## src/rtl/pattern_det_pkg.sv

```systemverilog
// ============================================================================
// Module      : pattern_det_pkg
// Description : Shared definitions for the programmable pattern detector:
//               one-hot run-controller state encoding and default widths.
// Revision    : 1.0 - initial release
// ============================================================================
`default_nettype none

package pattern_det_pkg;

  // Default geometry of the detector.
  localparam int MAX_LEN_DEF = 8;
  localparam int LEN_W_DEF   = 4;
  localparam int CNT_W_DEF   = 8;
  localparam int FRAME_W_DEF = 8;

  // One-hot run-controller states.
  localparam logic [2:0] ST_IDLE = 3'b001;
  localparam logic [2:0] ST_RUN  = 3'b010;
  localparam logic [2:0] ST_DONE = 3'b100;

  typedef enum logic [2:0] {
    S_IDLE = ST_IDLE,
    S_RUN  = ST_RUN,
    S_DONE = ST_DONE
  } state_e;

endpackage

`default_nettype wire

```

## src/rtl/pattern_match_core.sv

```systemverilog
// ============================================================================
// Module      : pattern_match_core
// Description : History shift register, fill counter and length-masked
//               compare. The match output is combinational and reflects the
//               history after the current bit has been shifted in.
// Revision    : 1.0 - initial release
// ============================================================================
`default_nettype none

module pattern_match_core #(
  parameter int MAX_LEN = 8,
  parameter int LEN_W   = 4
) (
  input  logic               clk,
  input  logic               rst,
  input  logic               shift_en_i,
  input  logic               clear_i,
  input  logic               d_i,
  input  logic [LEN_W-1:0]   len_i,
  input  logic [MAX_LEN-1:0] pattern_i,
  input  logic               overlap_i,
  output logic               match_o
);

  logic [MAX_LEN-1:0] hist_q, hist_d;
  logic [MAX_LEN-1:0] hist_shift;
  logic [MAX_LEN-1:0] mask;
  logic [LEN_W-1:0]   fill_q, fill_d;
  logic [LEN_W-1:0]   fill_inc;

  // Post-shift view of the history, masked compare and next-state update.
  always_comb begin
    hist_shift = {hist_q[MAX_LEN-2:0], d_i};
    fill_inc   = (fill_q >= LEN_W'(MAX_LEN)) ? LEN_W'(MAX_LEN) : fill_q + 1'b1;
    for (int i = 0; i < MAX_LEN; i++) begin
      mask[i] = (LEN_W'(i) < len_i);
    end
    match_o = shift_en_i && (len_i != '0) && (fill_inc >= len_i) &&
              ((hist_shift & mask) == (pattern_i & mask));
    hist_d = hist_q;
    fill_d = fill_q;
    if (clear_i) begin
      hist_d = '0;
      fill_d = '0;
    end else if (shift_en_i) begin
      hist_d = hist_shift;
      // Non-overlapping mode restarts the fill so no bit is reused.
      fill_d = (match_o && !overlap_i) ? '0 : fill_inc;
    end
  end

  // History and fill registers.
  always_ff @(posedge clk) begin
    if (!rst) begin
      hist_q <= '0;
      fill_q <= '0;
    end else begin
      hist_q <= hist_d;
      fill_q <= fill_d;
    end
  end

endmodule

`default_nettype wire

```

## src/rtl/pattern_det_ctrl.sv

```systemverilog
// ============================================================================
// Module      : pattern_det_ctrl
// Description : Programmable serial pattern detector run controller. Accepts
//               a pattern configuration over valid/ready, runs a bounded or
//               unbounded detection frame, counts matches and flags the end
//               of frame.
// Revision    : 1.0 - initial release
// ============================================================================
`default_nettype none

module pattern_det_ctrl
  import pattern_det_pkg::*;
#(
  parameter int MAX_LEN = MAX_LEN_DEF,
  parameter int LEN_W   = LEN_W_DEF,
  parameter int CNT_W   = CNT_W_DEF,
  parameter int FRAME_W = FRAME_W_DEF
) (
  input  logic               clk,
  input  logic               rst,
  input  logic               cfg_valid,
  output logic               cfg_ready,
  input  logic [MAX_LEN-1:0] cfg_pattern,
  input  logic [LEN_W-1:0]   cfg_len,
  input  logic               cfg_overlap,
  input  logic [FRAME_W-1:0] cfg_frame_bits,
  input  logic               start,
  input  logic               stop,
  input  logic               d_valid,
  input  logic               d_in,
  output logic               busy,
  output logic               pattern_detect,
  output logic [CNT_W-1:0]   det_count,
  output logic               overflow,
  output logic               done
);

  state_e             state_q, state_d;
  logic [MAX_LEN-1:0] pat_q, pat_d;
  logic [LEN_W-1:0]   len_q, len_d;
  logic               ovl_q, ovl_d;
  logic [FRAME_W-1:0] frame_bits_q, frame_bits_d;
  logic               loaded_q, loaded_d;
  logic [CNT_W-1:0]   cnt_q, cnt_d;
  logic               ovf_q, ovf_d;
  logic [FRAME_W-1:0] frame_cnt_q, frame_cnt_d;
  logic               det_q, det_d;

  logic               cfg_hs;
  logic               cfg_ok;
  logic [LEN_W-1:0]   len_clamped;
  logic               core_clear;
  logic               shift_en;
  logic               match;

  pattern_match_core #(
    .MAX_LEN (MAX_LEN),
    .LEN_W   (LEN_W)
  ) u_core (
    .clk        (clk),
    .rst        (rst),
    .shift_en_i (shift_en),
    .clear_i    (core_clear),
    .d_i        (d_in),
    .len_i      (len_q),
    .pattern_i  (pat_q),
    .overlap_i  (ovl_q),
    .match_o    (match)
  );

  // Config is only offered in IDLE and never while reset is asserted.
  assign cfg_ready      = (state_q == S_IDLE) && rst;
  assign busy           = (state_q == S_RUN);
  assign done           = (state_q == S_DONE);
  assign pattern_detect = det_q;
  assign det_count      = cnt_q;
  assign overflow       = ovf_q;

  // Next-state, config capture, frame/match counting.
  always_comb begin
    cfg_hs       = cfg_valid && cfg_ready;
    cfg_ok       = cfg_hs && (cfg_len != '0);
    len_clamped  = (cfg_len > LEN_W'(MAX_LEN)) ? LEN_W'(MAX_LEN) : cfg_len;
    state_d      = state_q;
    pat_d        = pat_q;
    len_d        = len_q;
    ovl_d        = ovl_q;
    frame_bits_d = frame_bits_q;
    loaded_d     = loaded_q;
    cnt_d        = cnt_q;
    ovf_d        = ovf_q;
    frame_cnt_d  = frame_cnt_q;
    det_d        = 1'b0;
    core_clear   = 1'b0;
    shift_en     = 1'b0;

    unique case (state_q)
      S_IDLE: begin
        if (cfg_ok) begin
          pat_d        = cfg_pattern;
          len_d        = len_clamped;
          ovl_d        = cfg_overlap;
          frame_bits_d = cfg_frame_bits;
          loaded_d     = 1'b1;
        end
        // A config accepted in the same cycle qualifies the start.
        if (start && (loaded_q || cfg_ok)) begin
          state_d     = S_RUN;
          cnt_d       = '0;
          ovf_d       = 1'b0;
          frame_cnt_d = '0;
          core_clear  = 1'b1;
        end
      end
      S_RUN: begin
        if (stop) begin
          state_d = S_IDLE;
        end else if (d_valid) begin
          shift_en    = 1'b1;
          frame_cnt_d = frame_cnt_q + 1'b1;
          if (match) begin
            det_d = 1'b1;
            if (cnt_q == '1) begin
              ovf_d = 1'b1;
            end else begin
              cnt_d = cnt_q + 1'b1;
            end
          end
          if ((frame_bits_q != '0) && (frame_cnt_d == frame_bits_q)) begin
            state_d = S_DONE;
          end
        end
      end
      S_DONE: begin
        state_d = S_IDLE;
      end
      default: begin
        state_d = S_IDLE;
      end
    endcase
  end

  // State, configuration and counter registers.
  always_ff @(posedge clk) begin
    if (!rst) begin
      state_q      <= S_IDLE;
      pat_q        <= '0;
      len_q        <= '0;
      ovl_q        <= 1'b0;
      frame_bits_q <= '0;
      loaded_q     <= 1'b0;
      cnt_q        <= '0;
      ovf_q        <= 1'b0;
      frame_cnt_q  <= '0;
      det_q        <= 1'b0;
    end else begin
      state_q      <= state_d;
      pat_q        <= pat_d;
      len_q        <= len_d;
      ovl_q        <= ovl_d;
      frame_bits_q <= frame_bits_d;
      loaded_q     <= loaded_d;
      cnt_q        <= cnt_d;
      ovf_q        <= ovf_d;
      frame_cnt_q  <= frame_cnt_d;
      det_q        <= det_d;
    end
  end

endmodule

`default_nettype wire

```

## config.mk

```make
export PLATFORM = sky130hd
export DESIGN_NAME = pattern_det_ctrl
export DESIGN_NICKNAME = d
export VERILOG_FILES = /design/src/rtl/pattern_det_pkg.sv /design/src/rtl/pattern_match_core.sv /design/src/rtl/pattern_det_ctrl.sv
export SDC_FILE = /design/constraint.sdc
export NUM_CORES = 1
export LEC_CHECK = 0
export CORE_UTILIZATION = 58
export DETAILED_ROUTE_END_ITERATION = 10
export PLACE_DENSITY = 0.95
export SLEW_MARGIN = 20
export SYNTH_ARGS = -nofsm -noshare
export SYNTH_HDL_FRONTEND = slang
export SYNTH_HIERARCHICAL = 1
export SYNTH_SLANG_ARGS = --single-unit
```

## constraint.sdc

```tcl
create_clock -name clk -period 5.19 [get_ports clk]
set_input_delay 1.038 -clock clk [delete_from_list [all_inputs] [get_ports clk]]
set_output_delay 1.038 -clock clk [all_outputs]
set_load 0.1 [all_outputs]
```

==> After elaboration in Yosys (flattened, before gate mapping) <==
Cells that the tools add are included.
{ "op_classes": {"addsub": 3, "magnitude_cmp": 11, "eq_ne": 14, "mux": 29, "bitwise": 5, "n_reduce_logical": 22} }
{ "op_table": {"columns": ["cell", "count"], "rows": [
  ["$mux 8", 7],
  ["$pmux 8 s2", 2],
  ["$add 8x1->8 const B", 2],
  ["$and 8x8->8", 2],
  ["$eq 8x8->1", 2],
  ["$lt 3x4->1 const A", 4],
  ["$mux 3", 4],
  ["$mux 4", 3],
  ["$reduce_and 6->1", 2],
  ["$mux 1", 11],
  ["$logic_and 1x1->1", 9],
  ["$eq 8x8->1 const B", 1],
  ["$lt 1x4->1 const A", 2],
  ["$lt 2x4->1 const A", 2],
  ["$reduce_bool 4->1", 2],
  ["$reduce_bool 8->1", 1],
  ["$ne 2x1->1 const B", 3],
  ["$ne 2x2->1 const B", 3],
  ["$pmux 3 s2", 1],
  ["$add 4x1->4 const B", 1],
  ["$ge 4x4->1", 1],
  ["$ge 4x4->1 const B", 1],
  ["$gt 4x4->1 const B", 1],
  ["$reduce_and 4->1", 1],
  ["other kinds (14)", 16]
]} }
{ "totals": {"register_bits": 54, "output_inout_bits": 13, "word_cells": 96} }

==> Longest topological paths before layout <==
{ "depth": {"depth_word": 10, "ltp_mapped": 13} }

==> Modules after synthesis <==
Netlist, hierarchy kept.
{ "by_module_without_submodules": {"columns": ["module", "instances", "cells_per_inst", "area_each_um2", "seq_area_each_um2"], "rows": [
  ["pattern_det_ctrl", 1, 245, 2048.2, 860.8],
  ["pattern_match_core", 1, 94, 777.0, 220.2]
]} }

==> Least setup slack after synthesis <==
Ideal clock, no wire load.
{ "synth_timing": {"path_kind": "reg2out", "from": "reg state_q[2]", "to": "out done", "arrival_time_ns": 2.543, "t_required_ns": 4.152, "slack_ns": 1.609, "path_stages_with_launch": 2, "path_buffers": 0, "cell_sequence": "dfxtp_1 nor3b_1"} }
{ "synth_via": {"elab_chain_cells": 1} }
{ "synth_rtl": {"columns": ["item", "line_no", "text"], "rows": [
  ["from (decl)", "pattern_det_ctrl.sv:38", "state_e state_q, state_d;"],
  ["from (signal assigned)", "pattern_det_ctrl.sv:157", "state_q <= state_d;"],
  ["$eq 3x3->1", "pattern_det_ctrl.sv:74", "assign done = (state_q == S_DONE);"],
  ["to (decl)", "pattern_det_ctrl.sv:35", "output logic done"]
]} }
No other way between the ends.

==> Worst setup path in the final report <==
{ "layout_timing": {"from": "in d_valid", "to": "reg cnt_q[6] (netlist: det_count[6])"} }
{ "layout_via": {"elab_chain_cells": 8, "elab_cells_between_ends": 9, "classes_between": "eq/ne: 2; mux: 3; reduce/logical: 4"} }
{ "layout_rtl": {"columns": ["item", "line_no", "text"], "rows": [
  ["from (decl)", "pattern_det_ctrl.sv:29", "input logic d_valid,"],
  ["$mux 1", "pattern_det_ctrl.sv:118", "end else if (d_valid) begin"],
  ["$mux 1", "pattern_det_ctrl.sv:116", "if (stop) begin"],
  ["$mux 1", "pattern_det_ctrl.sv:97", "unique case (state_q)"],
  ["via shift_en", "pattern_det_ctrl.sv:53", "logic shift_en;"],
  ["$logic_and 1x1->1 (3 in series)", "pattern_match_core.sv:38", "match_o = shift_en_i && (len_i != '0) && (fill_inc >= len_i) &&"],
  ["via match", "pattern_det_ctrl.sv:54", "logic match;"],
  ["$ne 2x1->1 (no source line)", null, null],
  ["$reduce_and 6->1 (no source line)", null, null],
  ["to (signal assigned)", "pattern_det_ctrl.sv:163", "cnt_q <= cnt_d;"],
  ["to (decl)", "pattern_det_ctrl.sv:44", "logic [CNT_W-1:0] cnt_q, cnt_d;"]
]} }
The timed path passes the listed nets, and every way through them passes these cells.
A chain may end at the register's enable or synchronous reset.

==> metrics.yaml <==
vias_per_cell: 5.93
cts_tree: "built"
die_x_um: 71.8
syn_area_sq_um: 2830
rows: 25
drtAntennaViolNets: 0
cp_cell_sequence: "clkdlybuf4s50_1 > and3_2 > nand2_1 > nor3_1 > and4_1 > o21ai_0 > a22o_4 > or4_1 > a21oi_1"
critPathSlowestCell: "clkdlybuf4s50_1"
worstSetupPathType: "input port to register"
gp_congestion: 0.879
dieArea_sq_um: 5150
worstSetupEndpointType: "register"
clock-sinks: 54
ir_drop_mv: 0.147
avgSynthCellArea_sq_um: 8.33
hold_depth: 2
grt_usage: 0.266
r2r_start: "u_core/fill_q[0]"
synth_edf_count: 0
postCtsResizedCells: 0
nNetsFinal: 408
grt_pass1_wl_um: 10900
fp.coreArea_sq_um: 4690
path_depth: 9
dp_hpwl_um: 4500
routedWlPerCell_um: 14.9
antenna_found_initial: 0
status: "finished, final reports clean"
fin_crit_sh: 0.696
vias: 2534
cp_max_fo: 19
drc: 0
cts_max_level: 2
drive_above_1_share: 0.0751
ios: 41
slew_headroom: 0.334
drtPass1Iterations: 5
worstHoldStart: "overflow"
final_common_cell: "dfxtp_1"
synth_nets: 375
power.leakage_nw: 1.20
worst_skew_pair.late_latency_ps: 310
rsz0062_at_grt: "no"
clkTransAtPathRegs_ps: 100
place_area_sq_um: 3220
r2r_cells: 11
mostFrequentLayoutCells: "dfxtp_1, nand2_1, clkdlybuf4s50_1"
fp.dieH_um: 71.8
start_util: 0.602
grt_max_degree: 36
reg2reg_slack_ps: 1920
finalInstanceArea_sq_um: 3340
cpPeakStageDelay_ps: 560
hold_viol: 0
grt_overflow_total: 0
min_to: "overflow"
synth_seq_area_share: 0.383
synthCells: 339
start_kind: "input port"
yosys_warnings: 6
cts_root_buf: "clkbuf_8"
hold_path.class: "register to register"
synth_cell_types: 56
numCtsBuffers: 5
whs_ps: 477
cts.path.max_buffers: 2
max_freq_mhz: 277
power.total_uw: 854
async_flop_share: 0
tightest_slew_ps: 996
setup_viol: 0
p_per_area_nw_per_um2: 256
drtIter0Drc: 321
worst-path-buf-inv: 1
worstPathRequired_ps: 5430
grt_pass1_vias: 2385
n_antenna_cell: 0
slew_viol_final: 0
routed_wirelength_um: 6380
cp.arrival_ps: 3850
ys_seq_elements: 54
finalSetupTns_ps: 0
yosys_most_used_dff: "dfxtp_1"
area_delta_synth_final_pct: 18.2
skew_ps: 9.32
cts_setup_buffers: 0
hold_buffers: 0
finish.utilization: 0.712
min_period_ps: 3610
cap_viol_max_count: 0
r2r_end: "det_count[6]"
cpLargestDelayFamily: "simple AND/OR/NAND/NOR gates"
portBuffers: 40
==> stage by stage <==
| step | worst slack, ps | cells |
|---|---|---|
| 2_1_floorplan | 1610 | 339 |
| 3_3_place_gp | 1420 | 419 |
| 3_5_place_dp | 1260 | 419 |
| 4_1_cts | 1620 | 427 |
| 5_1_grt | 1360 | 427 |
| 6_report | 1580 | 427 |
==> state kept, by name, indices dropped and copies added, names as in the netlist, 3 cells and up <==
name / count
u_core/fill_q: 4
u_core/hist_q: 7
frame_bits_q: 8
len_q: 4
det_count: 8
pat_q: 8
state_q: 3
frame_cnt_q: 8
==> logic make-up after synthesis <==
logic type,count (synthesis),share of synthesized area
multiplexers,7,0.0248
AO/OA/AOI/OAI,61,0.160
XOR/XNOR,25,0.0775
buffers and inverters,29,0.0469
flip-flops,54,0.383
adder cells (fa/ha/maj),8,0.0354
AND/OR/NAND/NOR,155,0.272
==> how the worst max path moves through the flow <==
stage          slack, ps            to        from
6_report            1580  det_count[6]     d_valid
5_1_grt             1360  det_count[6]     d_valid
4_1_cts             1620  det_count[6]     d_valid
3_5_place_dp        1260  det_count[6]     d_valid
3_3_place_gp        1420  det_count[7]     d_valid
2_1_floorplan       1610          done  state_q[2]
==> synthesized netlist by cell type, types with 3 or more instances <==
| cell | instances | area [sq um] |
|---|---|---|
| ha_1 | 8 | 100 |
| nand2_1 | 53 | 199 |
| xor2_1 | 4 | 35.0 |
| dfxtp_1 | 54 | 1080 |
| o21ai_0 | 13 | 65.1 |
| nor2b_1 | 9 | 56.3 |
| nand3_1 | 34 | 170 |
| buf_2 | 3 | 15.0 |
| nor4_1 | 4 | 25.0 |
| clkbuf_1 | 8 | 30.0 |
| nor3_1 | 6 | 30.0 |
| nor2_1 | 22 | 82.6 |
| xnor2_1 | 21 | 184 |
| a21boi_0 | 3 | 22.5 |
| inv_1 | 12 | 45.0 |
| or3_1 | 4 | 25.0 |
| a21oi_1 | 17 | 85.1 |
| o21a_1 | 4 | 30.0 |
| mux2i_1 | 7 | 70.1 |
| nor3b_1 | 5 | 37.5 |
==> routing by layer <==
layer,part of all wire,global-route usage
met5,0,0
met4,0.016,0.0980
met3,0.048,0.0352
met2,0.49,0.460
met1,0.44,0.340
==> worst register-to-register path: stages (launching register included) <==
cell and delay [ps]:
dfxtp_1 400, inv_1 80, ha_1 270, nor2b_1 280, ha_1 210, nor3_1 60, a222oi_1 330, and4_1 460
o21ai_0 220, a22o_4 320, or4_1 400, a21oi_1 170
==> where the power goes <==
group	internal [mW]	total [mW]	switching (mW)	leakage [nW]
sequential	0.429	0.446	0.0164	0.439
clock	0.146	0.294	0.148	0.0587
combinational	0.0513	0.114	0.0629	0.701
total	0.627	0.854	0.227	1.20
==> layout make-up <==
type                       instances  area [sq um]
tap                               54          67.6
clock buffer                       5          68.8
multi-input combinational        256          1610
sequential                        54          1080
inverter                          14          57.6
fill                             358          1350
timing repair buffer              41           405
clock inverter                     3          47.5
Note: power is estimated with default switching activity, not from simulation.
